`config.mk`:
```
export PLATFORM = sky130hd
export DESIGN_NAME = dc_fu_line_scheduler
export DESIGN_NICKNAME = d
export VERILOG_FILES = /design/src/rtl/dc_fu_line_scheduler.sv
export SDC_FILE = /design/constraint.sdc
export NUM_CORES = 1
export LEC_CHECK = 0
export CAP_MARGIN = 25
export CORE_ASPECT_RATIO = 1.5
export CORE_MARGIN = 3
export CORE_UTILIZATION = 49
export DETAILED_ROUTE_END_ITERATION = 10
export GPL_ROUTABILITY_DRIVEN = 0
export PLACE_DENSITY_LB_ADDON = 0.3
export SYNTH_ARGS = -nofsm -noshare
export SYNTH_HDL_FRONTEND = slang
export SYNTH_SLANG_ARGS = --single-unit
export TNS_END_PERCENT = 5
```
`constraint.sdc`:
```
create_clock -name clk -period 4.84 [get_ports clk]
set_input_delay 0.726 -clock clk [delete_from_list [all_inputs] [get_ports clk]]
set_output_delay 0.726 -clock clk [all_outputs]
set_load 0.02 [all_outputs]
```
`src/rtl/dc_fu_line_scheduler.sv`:
```
// Per-frame line request sequencer feeding the lines translator.
// Walks source lines once per frame, repeating each line vscale times, paced by translator ready and line-buffer credits.
module dc_fu_line_scheduler #(
  parameter int AXI_ARADDR_WIDTH      = 32,
  parameter int PIXELS_PER_LINE_WIDTH = 8,
  parameter int LINE_NUMBER_WIDTH     = 8,
  parameter int VSCALE_WIDTH          = 4,
  parameter int CREDIT_WIDTH          = 2,
  parameter int MAX_CREDITS           = 2
) (
  input  logic                             clk,
  input  logic                             nrst,
  input  logic                             en,
  input  logic                             frame_start,
  input  logic [AXI_ARADDR_WIDTH-1:0]      frame_addr_in,
  input  logic [PIXELS_PER_LINE_WIDTH-1:0] ppl_in,
  input  logic [LINE_NUMBER_WIDTH-1:0]     lines_in,
  input  logic [VSCALE_WIDTH-1:0]          vscale_in,
  input  logic                             line_done,
  output logic [AXI_ARADDR_WIDTH-1:0]      frame_addr,
  output logic [PIXELS_PER_LINE_WIDTH-1:0] pixels_per_line,
  output logic [LINE_NUMBER_WIDTH-1:0]     line_number,
  output logic                             line_data_valid,
  input  logic                             line_data_ready,
  output logic                             busy,
  output logic                             frame_done,
  output logic                             overrun
);

  // state | meaning
  // IDLE  | waiting for frame_start
  // ARM   | waiting for translator ready and a free line slot
  // ACK   | request valid, waiting for translator to go busy
  // DONE  | frame_done pulse; a new frame_start is accepted here too
  typedef enum logic [1:0] {IDLE, ARM, ACK, DONE} state_t;

  localparam logic [CREDIT_WIDTH-1:0] CREDITS_FULL = CREDIT_WIDTH'(MAX_CREDITS);

  state_t state, state_n;

  logic [AXI_ARADDR_WIDTH-1:0]      frame_addr_q;
  logic [PIXELS_PER_LINE_WIDTH-1:0] ppl_q;
  logic [LINE_NUMBER_WIDTH-1:0]     lines_q;
  logic [VSCALE_WIDTH-1:0]          vscale_q;
  logic [LINE_NUMBER_WIDTH-1:0]     src_line;
  logic [VSCALE_WIDTH-1:0]          rep;
  logic [CREDIT_WIDTH-1:0]          credits;
  logic                             valid_q;
  logic                             busy_q;
  logic                             done_q;
  logic                             overrun_q;

  logic                  start_ok;
  logic                  issue;
  logic                  advance;
  logic                  last_rep;
  logic                  last_line;
  logic [VSCALE_WIDTH:0] rep_inc;

  always_comb begin
    state_n   = state;
    start_ok  = frame_start && ((state == IDLE) || (state == DONE));
    issue     = (state == ARM) && line_data_ready && (credits != '0);
    // translator drops ready the cycle after it takes the request
    advance   = (state == ACK) && !line_data_ready;
    rep_inc   = {1'b0, rep} + (VSCALE_WIDTH + 1)'(1);
    last_rep  = rep_inc >= {1'b0, vscale_q};
    last_line = src_line == (lines_q - LINE_NUMBER_WIDTH'(1));

    case (state)
      IDLE, DONE: begin
        if (start_ok) state_n = (lines_in == '0) ? DONE : ARM;
        else          state_n = IDLE;
      end
      ARM: begin
        if (issue) state_n = ACK;
      end
      ACK: begin
        if (advance) state_n = (last_rep && last_line) ? DONE : ARM;
      end
      default: state_n = IDLE;
    endcase
  end

  always_ff @(posedge clk) begin
    if (!nrst) begin
      state        <= IDLE;
      frame_addr_q <= '0;
      ppl_q        <= '0;
      lines_q      <= '0;
      vscale_q     <= '0;
      src_line     <= '0;
      rep          <= '0;
      credits      <= CREDITS_FULL;
      valid_q      <= 1'b0;
      busy_q       <= 1'b0;
      done_q       <= 1'b0;
      overrun_q    <= 1'b0;
    end else if (en) begin
      state   <= state_n;
      valid_q <= (state_n == ACK);
      busy_q  <= (state_n == ARM) || (state_n == ACK);
      done_q  <= (state_n == DONE);

      if (start_ok) begin
        frame_addr_q <= frame_addr_in;
        ppl_q        <= ppl_in;
        lines_q      <= lines_in;
        vscale_q     <= (vscale_in == '0) ? VSCALE_WIDTH'(1) : vscale_in;
        src_line     <= '0;
        rep          <= '0;
      end else if (advance) begin
        if (!last_rep) begin
          rep <= rep + VSCALE_WIDTH'(1);
        end else begin
          rep      <= '0;
          src_line <= src_line + LINE_NUMBER_WIDTH'(1);
        end
      end

      if (frame_start && ((state == ARM) || (state == ACK))) overrun_q <= 1'b1;

      // issue and return in the same cycle cancel out
      if (issue && !line_done) begin
        credits <= credits - CREDIT_WIDTH'(1);
      end else if (!issue && line_done && (credits != CREDITS_FULL)) begin
        credits <= credits + CREDIT_WIDTH'(1);
      end
    end
  end

  assign frame_addr      = frame_addr_q;
  assign pixels_per_line = ppl_q;
  assign line_number     = src_line;
  assign line_data_valid = valid_q;
  assign busy            = busy_q;
  assign frame_done      = done_q;
  assign overrun         = overrun_q;

endmodule
```
**Yosys cells after proc, flatten, opt, wreduce, memory -nomap -nowiden**

Index checks and enable logic that the tools add are counted.

- Bits in registers: 72
- Bits of input ports: 58
- Output and inout port bits: 52
- Logic and storage cells: 70

- Add/sub/neg operators: 6
- $lt $le $gt $ge: 1
- Eq/ne operators: 8
- Muxes and demuxes: 15
- Reductions and logical operators: 28

Operator list:

| operator | number |
|---|---|
| $mux W8 | 3 |
| $mux W4 | 4 |
| $mux W2 | 7 |
| $logic_and A1 B1 Y1 | 9 |
| $add A8 B1 Y8 const B | 1 |
| $eq A2 B2 Y1 const B | 4 |
| $eq A8 B8 Y1 | 1 |
| $logic_not A8 Y1 | 1 |
| $reduce_and A2 Y1 | 4 |
| $reduce_bool A2 Y1 | 4 |
| $sub A8 B1 Y8 const B | 1 |
| $pmux W2 S3 | 1 |
| $add A4 B1 Y5 const B | 1 |
| $ge A5 B4 Y1 | 1 |
| $add A4 B1 Y4 const B | 1 |
| $eq A2 B1 Y1 const B | 2 |
| $logic_not A4 Y1 | 1 |
| $logic_not A1 Y1 | 3 |
| $logic_or A1 B1 Y1 | 3 |
| $reduce_and A3 Y1 | 1 |
| $add A2 B1 Y2 const B | 1 |
| $logic_not A2 Y1 | 1 |
| $ne A2 B2 Y1 const B | 1 |
| $reduce_or A2 Y1 | 1 |
| $sub A2 B1 Y2 const B | 1 |

**Longest topological paths before layout**

- Depth after elaboration: 8
- Gate-level depth with buffers: 11
- Depth with buffers taken out: 11

**Least setup slack after synthesis**

Ideal clock, no wire load.

- Kind: register -> register
- Start: register rep[0]
- End: register busy_q, in the netlist busy
- Library setup time: 116 ps
- Data arrival time: 2186 ps
- Required time: 4724 ps
- Slack: 2538 ps
- Stages on the path, launching flop included: 11
- Path buffers: 0
- Period minus slack after synthesis: 2302 ps
- Cell sequence: dfxtp_1 > ha_1 > ha_1 > a211oi_2 > o21ai_1 > a41o_1 > o311ai_2 > nand2_1 > ha_1 > mux2i_1 > nor2b_1

- Word-level cells in the longest chain between the ends: 8
- Elaborated cells on any way between the ends: 9
- Classes of those cells: add/sub: 1; order compare: 1; eq/ne: 2; mux: 3; reduce/logical: 2

Ends and longest elaborated chain:

| element | RTL line | RTL |
|---|---|---|
| start, declared | 46 | `logic [VSCALE_WIDTH-1:0] rep;` |
| start signal, assigned | 114 | `rep <= rep + VSCALE_WIDTH'(1);` |
| $add A4 B1 Y5 (*) | 66 | `rep_inc = {1'b0, rep} + (VSCALE_WIDTH + 1)'(1);` |
| $ge A5 B4 Y1 (*) | 67 | `last_rep = rep_inc >= {1'b0, vscale_q};` |
| $logic_and A1 B1 Y1 (*) | 79 | `if (advance) state_n = (last_rep && last_line) ? DONE : ARM;` |
| $mux W2 (*) (2 in a row) | 79 |  |
| $pmux W2 S3 (*) | 70 | `case (state)` |
| via state_n[1] | 39 | `state_t state, state_n;` |
| $eq A2 B1 Y1 / $eq A2 B2 Y1 (equally long branches) | 102 | `busy_q <= (state_n == ARM) \|\| (state_n == ACK);` |
| $logic_or A1 B1 Y1 (*) | 102 |  |
| end signal, assigned | 102 |  |
| end, declared | 49 | `logic busy_q;` |

The timed path passes the listed nets; every way through them passes the cells marked *.
A chain may end at the register's enable or synchronous reset.

**Worst setup path after layout**

Ends and elaborated chain as after synthesis.

==> impl_metrics.yaml <==
min_path:
  min_path_type: "flop to flop"
drt:
  post_drt_wl_per_cell_microns: 13.5
  ant_nets: 0
  drt_first_pass_iters: 4
  viasPerCell: 5.24
  post-route-drc-count: 0
  first_iter_violations: 179
  vias: 2992
  wl_microns: 7730
cells_and_area:
  most-common-layout-cells: "nand2_1, clkdlybuf4s50_1, dfxtp_1, a21boi_0, a21boi_1"
  nNetsFinal: 561
  fin_cells: 571
  antenna_cells: 0
  drive_gt1_share_pct: 4.65
  final_common_cell: "nand2_1"
  syn_to_final_growth_pct: 37.7
synth:
  async_reset_ff_share_pct: 0
  synth_fp_nets: 461
  ys_seq_area_share_pct: 43.3
  syn-instance-count: 392
  synth_area_per_cell_sq_um: 8.48
  ys_ff_latch: 72
  synth-main-ff-cell: "dfxtp_1"
  synthesis.area_sq_um: 3330
  synth-edff-count: 0
  synthDistinctLibCells: 44
  yosysWarnings: 0
timing:
  period_share_pct: 53.4
  setup_violations: 0
  slew_headroom_pct: 36.8
  drv_slew: 0
  fin_worst_skew_ns: 0.00640
  rsz0062_at_grt: "false"
  fin_setup_tns_ns: 0
  worstMarginPinSlew_ns: 0.948
  fmax_ghz: 0.387
  period_minus_slack_ns: 2.58
  hold_viol_final: 0
setup_path:
  required_ns: 5.08
  critPathCaptureType: "flop"
  start_kind: "flop"
  ff2ff_setup_slack_ns: 2.26
  worst-setup-path-type: "flop to flop"
  worstPathArrival_ns: 2.83
  cp_max_fo: 4
floorplanning:
  die-area_sq_um: 7830
  dieWidth_microns: 73.3
  num_rows: 36
  core_sq_um: 6530
  ios: 110
  die_h_microns: 107
  initial_utilization_pct: 50.9
global_route:
  antenna_found_initial: 0
  grt-ovfl-total: 0
  grtUsageTotal_pct: 21.3
  grt_pass1_wl_microns: 13100
  grt_pass1_vias: 3003
  grt_max_degree: 66
clock_tree:
  cts_tree: "built"
  ctsHtreeMaxLevel: 3
  ctsHoldBuffers: 0
  cts-root-buf: "clkbuf_8"
  post_cts_buffers: 0
  clk_pin_slew_ns: 0.07
  ctsResizeCount: 0
  clockBufferDepth: 2
  clock-sinks: 72
  clock_latency_ns: 0.35
  cts_buffers: 9
run_status:
  outcome: "complete, no violations"
place:
  dp_hpwl_microns: 5540
  numPortBuffers: 109
  dp_cells: 557
power_and_ir_drop:
  powerDensity_nw_per_um2: 277
  vdd_drop_max_mv: 0.235
  leakage_nw: 1.73
flow_run:
  cap_viol_max_count: 0
per-layer routing:
layer | wire (microns) | vias up | share of wire (%) | global-route usage (%)
li1 | - | 1506 | - | -
met1 | 2960 | 1377 | 38 | 23.2
met2 | 3880 | 95 | 50 | 35.1
met3 | 677 | 14 | 8.8 | 8.72
met4 | 211 | 0 | 2.7 | 9.89
met5 | 0 | - | 0 | 0
worst max-delay path, stage by stage, from the launching register on:
cell      delay [ns]
dfxtp_1         0.40
ha_1            0.24
xor2_1          0.19
ha_1            0.25
o21ai_1         0.25
o21ai_1         0.16
a41o_1          0.24
o311ai_2        0.09
nand2_1         0.14
ha_1            0.31
mux2i_1         0.13
nor2b_1         0.06
area by class of cell:
type | instances | area (sq um)
Clock buffer | 13 | 149
Fill cell | 516 | 1950
Clock inverter | 1 | 5.00
Tap cell | 76 | 95.1
Timing Repair Buffer | 110 | 1090
Inverter | 8 | 30.0
Sequential cell | 72 | 1440
Multi-Input combinational cell | 291 | 1760
path summary, 6_finish.rpt:
| check | from | endpoint | cells after the start |
|---|---|---|---|
| worst min-delay path | frame_addr[30]$_SDFFE_PN0P_ | frame_addr[30]$_SDFFE_PN0P_ | 2 |
| worst min register to register | frame_addr[30]$_SDFFE_PN0P_ | frame_addr[30]$_SDFFE_PN0P_ | 2 |
| worst max register to register | rep[0]$_SDFFE_PN0P_ | busy$_SDFFE_PN0P_ | 11 |
| worst max-delay path | rep[0]$_SDFFE_PN0P_ | busy$_SDFFE_PN0P_ | 11 |
kinds of logic after synthesis:
| family | after synthesis | synth area share, % |
|---|---|---|
| adder cells (fa/ha/maj) | 11 | 4.14 |
| multiplexers | 5 | 1.50 |
| buffers and inverters | 29 | 3.65 |
| flip-flops | 72 | 43.3 |
| AND/OR/NAND/NOR | 171 | 22.4 |
| AO/OA/AOI/OAI | 82 | 19.2 |
| XOR/XNOR | 22 | 5.79 |
synth_stat cells, drive strengths merged (4+ instances only):
master  instances  area share [%]
a21boi         54              13
and3            5            0.94
buf            10             1.5
clkbuf         11             1.2
dfxtp          72              43
ha             11             4.1
inv             8            0.90
mux2i           5             1.5
nand2         120              14
nand2b          5            0.94
nand3           4            0.90
nand4           7             1.3
nor2           13             1.5
nor3            6            0.90
o21ai          10             1.5
xnor2           8             2.1
xor2           14             3.7
flip-flops by register name (all words and copies together), names as in the netlist, 2 cells and up:
name,count
frame_addr,32
line_number,8
lines_q,8
pixels_per_line,8
rep,4
vscale_q,4
credits,2
state,2
report_power, final:
| group | switching [mW] | internal, mW |
|---|---|---|
| combinational | 0.115 | 0.118 |
| clock | 0.205 | 0.194 |
| sequential | 0.0168 | 0.618 |
stage by stage:
stage	utilization, %	instance area, sq um	total power [mW]	hold slack [ns]	setup WS [ns]
floorplan	-	3330	0.777	0.435	2.54
global placement	67.7	4420	0.879	0.441	2.03
detailed placement	67.7	4420	0.884	0.446	1.94
CTS	70.1	4580	1.28	0.456	2.24
global route	70.1	4580	1.33	0.481	2.04
finish	70.1	4580	1.27	0.454	2.26
No activity file was read; power rests on OpenSTA's default activity.
